===== src/rtl/pe_link_pkg.sv =====
// Shared types and constants for the PE link port (stream slot host partner).
package pe_link_pkg;

    localparam int unsigned WORD_W       = 64;
    localparam int unsigned DRAIN_CYCLES = 2;

    typedef logic [WORD_W-1:0] word_t;

    typedef enum logic [1:0] {
        PERST,
        DRAIN,
        RUN
    } state_e;

endpackage


===== src/rtl/pe_link_if.sv =====
// PE stream (D/Q) and host valid/ready signals of one PE channel.
interface pe_link_if;
    import pe_link_pkg::*;

    word_t d;
    logic  d_valid;
    logic  d_bp;
    word_t q;
    logic  q_valid;
    logic  q_bp;
    word_t tx_data;
    logic  tx_valid;
    logic  tx_ready;
    word_t rx_data;
    logic  rx_valid;
    logic  rx_ready;

    modport slave (
        output d, d_valid, q_bp, tx_ready, rx_data, rx_valid,
        input  d_bp, q, q_valid, tx_data, tx_valid, rx_ready
    );

    modport master (
        input  d, d_valid, q_bp, tx_ready, rx_data, rx_valid,
        output d_bp, q, q_valid, tx_data, tx_valid, rx_ready
    );

endinterface


===== src/rtl/pe_link_fifo.sv =====
// Synchronous first-word-fall-through FIFO with flush; flush outranks push/pop.
module pe_link_fifo #(
    parameter int unsigned W  = 64,
    parameter int unsigned AW = 4
) (
    input  logic          clk,
    input  logic          rst_n,
    input  logic          push,
    input  logic          pop,
    input  logic          flush,
    input  logic [W-1:0]  wdata,
    output logic [W-1:0]  rdata,
    output logic [AW:0]   count,
    output logic          full,
    output logic          empty
);

    localparam int unsigned DEPTH = 1 << AW;

    logic [W-1:0] mem [DEPTH];
    logic [AW:0]  wptr;
    logic [AW:0]  rptr;
    logic         do_push;
    logic         do_pop;

    assign count   = wptr - rptr;
    assign full    = (count == (AW+1)'(DEPTH));
    assign empty   = (count == '0);
    assign rdata   = mem[rptr[AW-1:0]];
    // A push into a full FIFO is only taken when the head leaves in the same cycle.
    assign do_pop  = pop & ~empty;
    assign do_push = push & (~full | do_pop);

    always_ff @(posedge clk) begin
        if (!rst_n || flush) begin
            wptr <= '0;
            rptr <= '0;
        end else begin
            if (do_push) wptr <= wptr + (AW+1)'(1);
            if (do_pop)  rptr <= rptr + (AW+1)'(1);
        end
    end

    always_ff @(posedge clk) begin
        if (do_push && !flush) mem[wptr[AW-1:0]] <= wdata;
    end

endmodule


===== src/rtl/pe_link_port.sv =====
// Host-side partner of a PE stream slot: PE reset sequencing, TX/RX FIFO bridging.
// Optional beat counters tx_words/rx_words when PE_LINK_PORT_CNT_EN is defined.
module pe_link_port
    import pe_link_pkg::*;
#(
    parameter int unsigned FIFO_AW       = 4,
    parameter int unsigned BP_MARGIN     = 4,
    parameter int unsigned PE_RST_CYCLES = 16
) (
    input  logic        clk,
    input  logic        sys_rst_n,
    output logic        pe_rst,
    input  logic        soft_rst,
    output logic        busy,
    output logic        rx_ovf,
`ifdef PE_LINK_PORT_CNT_EN
    output logic [31:0] tx_words,
    output logic [31:0] rx_words,
`endif
    pe_link_if.slave    lnk
);

    localparam int unsigned DEPTH = 1 << FIFO_AW;
    localparam int unsigned CNT_W = (PE_RST_CYCLES > 4) ? $clog2(PE_RST_CYCLES) : 2;

    state_e             state, state_d;
    logic [CNT_W-1:0]   cnt, cnt_d;
    logic               pe_rst_d, busy_d;
    logic               run;
    logic               flush;
    logic               tx_push, tx_pop, tx_full, tx_empty;
    logic               rx_push, rx_pop, rx_full, rx_empty;
    logic               ovf_evt;
    word_t              tx_head;
    logic [FIFO_AW:0]   tx_level_unused;
    logic [FIFO_AW:0]   rx_count;
    logic [FIFO_AW:0]   rx_free;

    assign run   = (state == RUN);
    assign flush = soft_rst | (state == PERST);

    assign lnk.tx_ready = run & ~tx_full;
    assign lnk.rx_valid = run & ~rx_empty;
    assign tx_push      = lnk.tx_valid & lnk.tx_ready;
    assign tx_pop       = run & ~tx_empty & ~lnk.d_bp & ~soft_rst;
    assign rx_pop       = lnk.rx_valid & lnk.rx_ready;
    assign rx_push      = lnk.q_valid & run & (~rx_full | rx_pop);
    assign ovf_evt      = lnk.q_valid & run & rx_full & ~rx_pop & ~soft_rst;
    assign rx_free      = (FIFO_AW+1)'(DEPTH) - rx_count;

    pe_link_fifo #(.W(WORD_W), .AW(FIFO_AW)) u_tx_fifo (
        .clk   (clk),
        .rst_n (sys_rst_n),
        .push  (tx_push),
        .pop   (tx_pop),
        .flush (flush),
        .wdata (lnk.tx_data),
        .rdata (tx_head),
        .count (tx_level_unused),
        .full  (tx_full),
        .empty (tx_empty)
    );

    pe_link_fifo #(.W(WORD_W), .AW(FIFO_AW)) u_rx_fifo (
        .clk   (clk),
        .rst_n (sys_rst_n),
        .push  (rx_push),
        .pop   (rx_pop),
        .flush (flush),
        .wdata (lnk.q),
        .rdata (lnk.rx_data),
        .count (rx_count),
        .full  (rx_full),
        .empty (rx_empty)
    );

    // State register; pe_rst/busy are registered decodes of the next state.
    always_ff @(posedge clk) begin
        if (!sys_rst_n) begin
            state  <= PERST;
            cnt    <= '0;
            pe_rst <= 1'b1;
            busy   <= 1'b1;
        end else begin
            state  <= state_d;
            cnt    <= cnt_d;
            pe_rst <= pe_rst_d;
            busy   <= busy_d;
        end
    end

    always_comb begin
        state_d = state;
        cnt_d   = cnt;
        case (state)
            PERST: begin
                if (soft_rst) begin
                    cnt_d = '0;
                end else if (cnt == CNT_W'(PE_RST_CYCLES - 1)) begin
                    state_d = DRAIN;
                    cnt_d   = '0;
                end else begin
                    cnt_d = cnt + CNT_W'(1);
                end
            end
            DRAIN: begin
                if (soft_rst) begin
                    state_d = PERST;
                    cnt_d   = '0;
                end else if (cnt == CNT_W'(DRAIN_CYCLES - 1)) begin
                    state_d = RUN;
                    cnt_d   = '0;
                end else begin
                    cnt_d = cnt + CNT_W'(1);
                end
            end
            RUN: begin
                if (soft_rst) begin
                    state_d = PERST;
                    cnt_d   = '0;
                end
            end
            default: begin
                state_d = PERST;
                cnt_d   = '0;
            end
        endcase
        pe_rst_d = (state_d == PERST);
        busy_d   = (state_d != RUN);
    end

    // D output stage, Q backpressure and sticky overflow flag.
    always_ff @(posedge clk) begin
        if (!sys_rst_n) begin
            lnk.d       <= '0;
            lnk.d_valid <= 1'b0;
            lnk.q_bp    <= 1'b1;
            rx_ovf      <= 1'b0;
        end else begin
            lnk.d_valid <= tx_pop;
            if (tx_pop) lnk.d <= tx_head;
            lnk.q_bp    <= ~run | soft_rst | (rx_free <= (FIFO_AW+1)'(BP_MARGIN));
            if (soft_rst)     rx_ovf <= 1'b0;
            else if (ovf_evt) rx_ovf <= 1'b1;
        end
    end

`ifdef PE_LINK_PORT_CNT_EN
    always_ff @(posedge clk) begin
        if (!sys_rst_n || soft_rst) begin
            tx_words <= '0;
            rx_words <= '0;
        end else begin
            tx_words <= tx_words + 32'(lnk.d_valid);
            rx_words <= rx_words + 32'(rx_push);
        end
    end
`endif

endmodule


===== src/flat_wrapper.sv =====
// flat-port wrapper written by rule: the top's interface ports become plain ports
module pe_link_port_flat import pe_link_pkg::*;
#(
    parameter int unsigned FIFO_AW       = 4,
    parameter int unsigned BP_MARGIN     = 4,
    parameter int unsigned PE_RST_CYCLES = 16
)
  (clk, sys_rst_n, pe_rst, soft_rst, busy, rx_ovf, lnk_d, lnk_d_valid, lnk_q_bp, lnk_tx_ready, lnk_rx_data, lnk_rx_valid, lnk_d_bp, lnk_q, lnk_q_valid, lnk_tx_data, lnk_tx_valid, lnk_rx_ready);
  pe_link_if lnk_i ();
  input  logic clk;
  input  logic sys_rst_n;
  output logic pe_rst;
  input  logic soft_rst;
  output logic busy;
  output logic rx_ovf;
  output wire logic [$bits(lnk_i.d)-1:0] lnk_d;
  output wire logic [$bits(lnk_i.d_valid)-1:0] lnk_d_valid;
  output wire logic [$bits(lnk_i.q_bp)-1:0] lnk_q_bp;
  output wire logic [$bits(lnk_i.tx_ready)-1:0] lnk_tx_ready;
  output wire logic [$bits(lnk_i.rx_data)-1:0] lnk_rx_data;
  output wire logic [$bits(lnk_i.rx_valid)-1:0] lnk_rx_valid;
  input wire logic [$bits(lnk_i.d_bp)-1:0] lnk_d_bp;
  input wire logic [$bits(lnk_i.q)-1:0] lnk_q;
  input wire logic [$bits(lnk_i.q_valid)-1:0] lnk_q_valid;
  input wire logic [$bits(lnk_i.tx_data)-1:0] lnk_tx_data;
  input wire logic [$bits(lnk_i.tx_valid)-1:0] lnk_tx_valid;
  input wire logic [$bits(lnk_i.rx_ready)-1:0] lnk_rx_ready;
  assign lnk_d = lnk_i.d;
  assign lnk_d_valid = lnk_i.d_valid;
  assign lnk_q_bp = lnk_i.q_bp;
  assign lnk_tx_ready = lnk_i.tx_ready;
  assign lnk_rx_data = lnk_i.rx_data;
  assign lnk_rx_valid = lnk_i.rx_valid;
  assign lnk_i.d_bp = lnk_d_bp;
  assign lnk_i.q = lnk_q;
  assign lnk_i.q_valid = lnk_q_valid;
  assign lnk_i.tx_data = lnk_tx_data;
  assign lnk_i.tx_valid = lnk_tx_valid;
  assign lnk_i.rx_ready = lnk_rx_ready;
  pe_link_port #(.FIFO_AW(FIFO_AW), .BP_MARGIN(BP_MARGIN), .PE_RST_CYCLES(PE_RST_CYCLES)) u_core (.clk(clk), .sys_rst_n(sys_rst_n), .pe_rst(pe_rst), .soft_rst(soft_rst), .busy(busy), .rx_ovf(rx_ovf), .lnk(lnk_i));
endmodule

===== config.mk =====
export PLATFORM = sky130hd
export DESIGN_NAME = pe_link_port_flat
export DESIGN_NICKNAME = d
export VERILOG_FILES = /design/src/rtl/pe_link_pkg.sv /design/src/rtl/pe_link_if.sv /design/src/rtl/pe_link_fifo.sv /design/src/rtl/pe_link_port.sv /design/src/flat_wrapper.sv
export SDC_FILE = /design/constraint.sdc
export NUM_CORES = 2
export LEC_CHECK = 0
export ABC_AREA = 1
export BUFFER_PORTS_ARGS = -buffer_cell sky130_fd_sc_hd__buf_2
export CAP_MARGIN = 20
export CORE_MARGIN = 2
export CORE_UTILIZATION = 56
export DETAILED_ROUTE_END_ITERATION = 7
export GPL_TIMING_DRIVEN = 0
export PLACE_DENSITY_LB_ADDON = 0.05
export SYNTH_ARGS = -nofsm -noshare
export SYNTH_HDL_FRONTEND = slang
export SYNTH_SLANG_ARGS = --single-unit

===== constraint.sdc =====
create_clock -name clk -period 9.4 [get_ports clk]
set_input_delay 0.47 -clock clk [delete_from_list [all_inputs] [get_ports clk]]
set_output_delay 0.47 -clock clk [all_outputs]
set_load 0.01 [all_outputs]

======== After elaboration in Yosys (flattened, before gate mapping) ========
Memory sizes are Yosys's and may differ from the RTL's. A register that Yosys moved wholly into a read port is not among the register bits.
Cells that the tools add are included.
cells by class
  bitwise gates (word level) .............. 31
  reductions and logical operators ........ 11
  order comparisons ....................... 1
  eq/ne operators ......................... 8
  muxes and demuxes ....................... 18
  add/sub/neg operators ................... 8
operators by type and width
  cell                                                             count
  two-way mux 4 bit                                                7
  adder 5 x 1 -> 5 bit (second input constant)                     4
  AND 1 bit                                                        16
  one-hot mux 4 bit (3 select lines)                               1
  == test 5 bit (second input constant)                            2
  logical NOT 5 bit                                                2
  two-way mux 2 bit                                                5
  subtractor 5 bit                                                 2
  inverter 1 bit                                                   9
  OR 1 bit                                                         6
  one-hot mux 2 bit (3 select lines)                               1
  less-or-equal comparator 5 x 3 -> 1 bit (second input constant)  1
  subtractor 5 bit (first input constant)                          1
  adder 4 x 1 -> 4 bit (second input constant)                     1
  == test 4 x 1 -> 1 bit (second input constant)                   1
  == test 4 bit (second input constant)                            1
  logical NOT 2 bit                                                2
  two-way mux 1 bit                                                4
  != test 2 bit (second input constant)                            2
  logical NOT 1 bit                                                3
  == test 2 x 1 -> 1 bit (second input constant)                   1
  == test 2 bit (second input constant)                            1
  logical AND 1 bit                                                2
  OR reduction 2 bit                                               1
  logical OR 1 bit                                                 1
word-level totals
  memories ................................ 2
  memory bits (writable) .................. 2048
  register bits after elaboration ......... 31
  input bits .............................. 135
memories
  memory                depth  width  rd ports  clocked after memory_dff  wr ports  line                source
  u_core.u_rx_fifo.mem  16     64     1         1                         1         pe_link_fifo.sv:20  logic [W-1:0] mem [DEPTH];
  u_core.u_tx_fifo.mem  16     64     1         1                         1         pe_link_fifo.sv:20

======== Logic depth before layout (Yosys ltp) ========
  depth in word-level cells ............... 12
  gate-level depth with buffers ........... 18
  mapped depth without buffers ............ 18

======== Hierarchy ========
From an unflattened synthesis, not the netlist that was laid out.
unflattened totals
  cell total of the unflattened synthesis .. 6070
  area, all modules ....................... 86444.2 µm²
by module, submodules not included
  module                           cells an instance  seq. area each (µm²)  instances  area an instance (µm²)
  pe_link_fifo (u_core.u_rx_fifo)  2816               31029.8               1          41628.7
  pe_link_fifo (u_core.u_tx_fifo)  2817               31029.8               1          41608.7
  pe_link_port                     437                1501.4                1          3206.8

======== Least setup slack after synthesis ========
Ideal clock, no wire load.
  path kind ............................... reg-to-reg
  from .................................... reg u_core.u_tx_fifo.rptr[1]
  to ...................................... mem u_core.u_tx_fifo.mem[0][0] (enable)
  required time ........................... 8835 ps
  period minus slack after synthesis ...... 7001 ps
  data arrival time ....................... 6436 ps
  setup time .............................. 565 ps
  stages on the path, launching flop included .. 16
  path buffers ............................ 4
  setup slack ............................. 2399 ps
  path through ............................ dfxtp_1 buf_2 inv_1 clkbuf_2 buf_2 ha_1 nand2_1 nand2_1 nand2_1 nand2_1 nand2_1 nand2_1 nand2_1 nand4_4 buf_2 nor3_1
on the way
  longest elaborated chain between the ends .. 12
  elaborated cells on any way between the ends .. 16
  classes of those cells .................. 1 x add/sub; 1 x eq/ne; 2 x mux; 10 x bitwise; 2 x reduce/logical
RTL lines
  item                                         line                                    source
  start, declared                              pe_link_fifo.sv:22                      logic [AW:0] rptr;
  start signal, assigned                       pe_link_fifo.sv:40                      if (do_pop) rptr <= rptr + (AW+1)'(1);
  subtractor 5 bit (*)                         pe_link_fifo.sv:26                      assign count = wptr - rptr;
  logical NOT 5 bit                            pe_link_fifo.sv:28                      assign empty = (count == '0);
  inverter 1 bit                               pe_link_fifo.sv:31, pe_link_port.sv:45
  AND 1 bit (3 in series)                      pe_link_port.sv:45                      assign tx_pop = run & ~tx_empty & ~lnk.d_bp & ~soft_rst;
  AND 1 bit                                    pe_link_fifo.sv:31                      assign do_pop = pop & ~empty;
  OR 1 bit                                     pe_link_fifo.sv:32                      assign do_push = push & (~full | do_pop);
  AND 1 bit (*)                                pe_link_fifo.sv:32
  logical AND 1 bit (*)                        pe_link_fifo.sv:45                      if (do_push && !flush) mem[wptr[AW-1:0]] <= wdata;
  two-way mux 1 bit (*)                        pe_link_fifo.sv:45
  two-way mux 1 bit (not written as such) (*)  pe_link_fifo.sv:45
  end, declared                                pe_link_fifo.sv:20
Every way passes the cells marked *; elsewhere a longest branch is shown, timed or not.

======== Worst setup path after layout ========
  from .................................... reg u_core.u_tx_fifo.rptr[1]
  to ...................................... mem u_core.u_tx_fifo.mem[9][33] (enable)
The elaborated chain is that of the path after synthesis.

==> results.txt <==
- Once the clock tree was built, the setup fixing pass inserted 0 buffers.
- Measured on the finished design, the core utilization comes to 0.656.
- The share of total power dissipated in the clock network is 0.439.
- The run finished with clean final reports.
- Worst endpoint data arrival time: 5250 ps
- For this run, the total global-route usage over all layers was measured as 0.309.
- The cell sitting at the root of the clock tree is a sky130_fd_sc_hd__clkbuf_16.
- Routability-driven placement finished with a final weighted congestion of 0.863.
- The path with the worst hold slack has its endpoint at u_core.u_rx_fifo.mem[8][13].
- Sw Pwr: 0.00365 W
- The first routing iteration left 5,675 violations.
- By instance count, the cell type seen most on the critical path is sky130_fd_sc_hd__nand2_1.
- Based on the critical path, the design can be clocked at up to 211 MHz.
- DRC violations left: 0
- The final hold violation count came to 0.
* Setup_tns: 0 ps
- Hold timing on the final database bottoms out at a slack of 46.5 ps.
- For the pin with the worst max-slew slack, the measured transition is 1220 ps.
* Vias after detailed routing: 54,700
- On the critical path the largest part of the delay comes from buffers and inverters.
* Final WL: 242 mm
- Launch instance of the worst min-delay path: lnk_q[13]
- Summing all placed instances gives a cell area of 91,700 sq um.
* Portion of synthesized cell area occupied by the leading cell type: 0.721
- Clock tree from TritonCTS: yes
- Of the total power, combinational logic draws 0.010.
- Antenna violations before repair: 24
* Largest area contributor in the netlist: sky130_fd_sc_hd__edfxtp_1
* Slowest-stage cell, CP: sky130_fd_sc_hd__nor3_2
* Fill count: 11,200
- The share of total power dissipated in sequential elements is 0.551.
- Worst slew slack as a fraction of its limit: 0.185
- In this run, synthesis produced a sequential element count of 2,147.
- Worst-path clk slew: 60 ps
- Net count after synthesis: 6,583
- Top routing layer used: met5
- Async SR Flop Fraction: 0
- Sequential cell area: 63,500 sq um
- Count of warnings emitted by yosys: 0
* Nature of the critical path startpoint: flop
* Class of the tightest hold or removal check: in2reg
* Floorplan Core Area: 152,000 sq um
* Worst path bufs/invs: 9
- Count leader, synth: sky130_fd_sc_hd__edfxtp_1
* Maximum number of pins on one net before global-route repair: 29
- The largest single stage delay on the critical path is 700 ps.
- In this run the worst path has a maximum fanout of 11.
- Final Cell Area: 99,400 sq um
* Residual antenna-violating net count after detailed routing: 0
- Minimum setup slack among reg-to-reg paths: 4670 ps
* Number of nets in the layout: 7,301
- Worst setup path category: reg2reg
- Of the total power, the share spent switching nets is 0.192.
- Met2 WL: 122 mm
* Pins Over Slew Limit: 0
* Most instantiated cells after synthesis: sky130_fd_sc_hd__edfxtp_1 (2,048), sky130_fd_sc_hd__nor2_1 (807), sky130_fd_sc_hd__o21ai_0 (721)
* Data required time of the critical path: 9920 ps
- Before CTS, the worst setup slack after placement is 4690 ps.
* Initial core utilization: 0.563
- Post-synth EDFFs: 2,048
* Avg Vias per Cell: 5.85
- The area growth from synthesis to layout is 16.5%.
- Static Leak: 33.9 nW
- Worst setup margin: 4670 ps
- Number of gates resized after CTS: 0
- Hold path cells: 1
- Aggregate global routing overflow: 0
* Area of the multi-input gates: 18,400 sq um
- First-pass DRT Iterations: 6
- The worst path needs 4730 ps of the cycle, external delays included.
- Kind of end point of the critical path: flop
* Clock latency on the worst-skew pair: 830 ps
- Power per standard cell area: 191 nW/um^2
* Core Rows: 143
- Final period util: 0.503
- Count of clock tree sinks: 2,147
- The internal portion of the total power is 0.0154 W.
- Setup violations remaining at the end of the flow were counted as 0.
- Wire length on met3: 18.3 mm
* RSZ-0062 raised after global routing: false
- Seq/Total Area, Yosys: 0.744
- In this run the number of H-tree levels came out at 4.
- From left edge to right edge, the die measures 394 microns.
* Reg2reg start: u_core.u_tx_fifo.rptr[1]
* Vias in the first global route: 54,200
- Routed metal-1 wirelength: 92.3 mm
* Number of violations of the max-capacitance limit: 0
- Peak VDD IR: 198 uV
- Length in cells of the worst reg-to-reg path: 19
* Primary flip-flop cell chosen by synthesis mapping: sky130_fd_sc_hd__edfxtp_1
- Global-route wire length before repair: 354 mm
- Endpoint of the worst register-to-register path: u_core.u_tx_fifo.mem[9][33]
* DIE HEIGHT: 394 microns
* DIE AREA: 156,000 sq um
* Fraction of layout instances using a drive strength above 1: 0.124
* Number of unique standard cell types used by synthesis: 42
* Clk_skew: 27.0 ps
* Most area-consuming cells after synthesis: sky130_fd_sc_hd__edfxtp_1 (72%), sky130_fd_sc_hd__o21ai_0 (4.2%), sky130_fd_sc_hd__nor2_1 (3.6%)
- I/O Buffers: 269
- In the final routed layout, each cell accounts on average for 25.9 microns.
- After technology mapping, the gate count stands at 6,425.
- Top-Level Pins: 270
* Netlist Area Pre-Place: 85,300 sq um
- Mean area per synthesized cell: 13.3 sq um
- Half-perimeter wire length after detailed placement: 166 mm
- Traced cell by cell, the critical path runs through buf_2, inv_1, clkbuf_2, buf_2, ha_1, nand2_1, nand2_1, nand2_1, nand2_1, nand2_1, nand2_1, nand2_1, nand4_4, buf_2, nor3_2, buf_8, buf_6, buf_6, buf_6.
- The clock passes through at most 3 buffers.
- Number of CTS-inserted buffers: 210
- The number of hold buffers added after CTS was 83.
layer usage:
layer / track usage / vias to the layer above
met5: 0 / -
met4: 0.121 / 20
met3: 0.0464 / 452
met2: 0.536 / 2397
met1: 0.393 / 27000
li1: - / 24900
cells by family after synthesis:
family	share of synthesized area
AO/OA/AOI/OAI	0.109
AND/OR/NAND/NOR	0.0696
XOR/XNOR	0.00113
flip-flops	0.744
multiplexers	0.0300
buffers and inverters	0.0423
adder cells (fa/ha/maj)	0.00346
how the worst max path moves through the flow:
stage / cells past startpoint / to / startpoint
floorplan: 15 / u_core.u_tx_fifo.mem[0][0] / u_core.u_tx_fifo.rptr[1]
global placement: 15 / u_core.u_tx_fifo.mem[1][28] / u_core.u_tx_fifo.rptr[1]
detailed placement: 19 / u_core.u_tx_fifo.mem[9][34] / u_core.u_tx_fifo.rptr[1]
CTS: 19 / u_core.u_tx_fifo.mem[9][30] / u_core.u_tx_fifo.rptr[1]
global route: 19 / u_core.u_tx_fifo.mem[9][33] / u_core.u_tx_fifo.rptr[1]
finish: 19 / u_core.u_tx_fifo.mem[9][33] / u_core.u_tx_fifo.rptr[1]
per-stage QoR:
stage,std cells,power (W)
6_report,9363,0.0190
5_1_grt,9355,0.0194
4_1_cts,9348,0.0191
3_5_place_dp,8878,0.0108
3_3_place_gp,8724,0.0108
2_1_floorplan,6425,0.0107
cell type report:
cell class	count	share of cell area
antenna	15	0.000378
buffer	412	0.0197
clock inverter	97	0.00945
tap	2030	0.0255
inverter	440	0.0166
timing repair buffer	506	0.0453
multi-input combinational	3426	0.185
sequential	2147	0.639
clock buffer	290	0.0590
sequential cells by signal, indices dropped and copies added (netlist names), named ones only:
name,count
u_core.u_tx_fifo.mem,1024
u_core.rx_ovf,1
u_core.lnk.d_valid,1
u_core.u_rx_fifo.mem,1024
u_core.u_tx_fifo.rptr,5
u_core.lnk.d,64
u_core.u_tx_fifo.wptr,5
u_core.pe_rst,1
u_core.u_rx_fifo.rptr,5
u_core.lnk.q_bp,1
u_core.cnt,4
u_core.busy,1
u_core.u_rx_fifo.wptr,5
u_core.state,2
layout by cell type, fill, tap and decap left out, types with 116 or more instances in the layout:
| master | netlist | routed |
|---|---|---|
| sky130_fd_sc_hd__nand3_1 | 153 | 153 |
| sky130_fd_sc_hd__buf_2 | 97 | 366 |
| sky130_fd_sc_hd__o211ai_1 | 385 | 385 |
| sky130_fd_sc_hd__clkbuf_1 | 228 | 283 |
| sky130_fd_sc_hd__inv_1 | 436 | 436 |
| sky130_fd_sc_hd__mux2i_1 | 256 | 256 |
| sky130_fd_sc_hd__nand2_1 | 499 | 499 |
| sky130_fd_sc_hd__o21ai_0 | 721 | 721 |
| sky130_fd_sc_hd__nor2_1 | 807 | 789 |
| sky130_fd_sc_hd__o21ai_1 | 116 | 116 |
| sky130_fd_sc_hd__edfxtp_1 | 2048 | 2048 |
| sky130_fd_sc_hd__a21oi_1 | 280 | 280 |
| sky130_fd_sc_hd__clkbuf_16 | 0 | 216 |
| sky130_fd_sc_hd__o22ai_1 | 130 | 130 |
power groups by stage:
stage	Sequential [W]	Combinational, W	Clock, W
detailed placement	0.0107	0.000164	0
floorplan	0.0107	0.00000579	0
global placement	0.0107	0.000152	0
global route	0.0105	0.000214	0.00878
CTS	0.0105	0.000196	0.00841
finish	0.0105	0.000199	0.00834
Note: power is estimated with default switching activity, not from simulation.
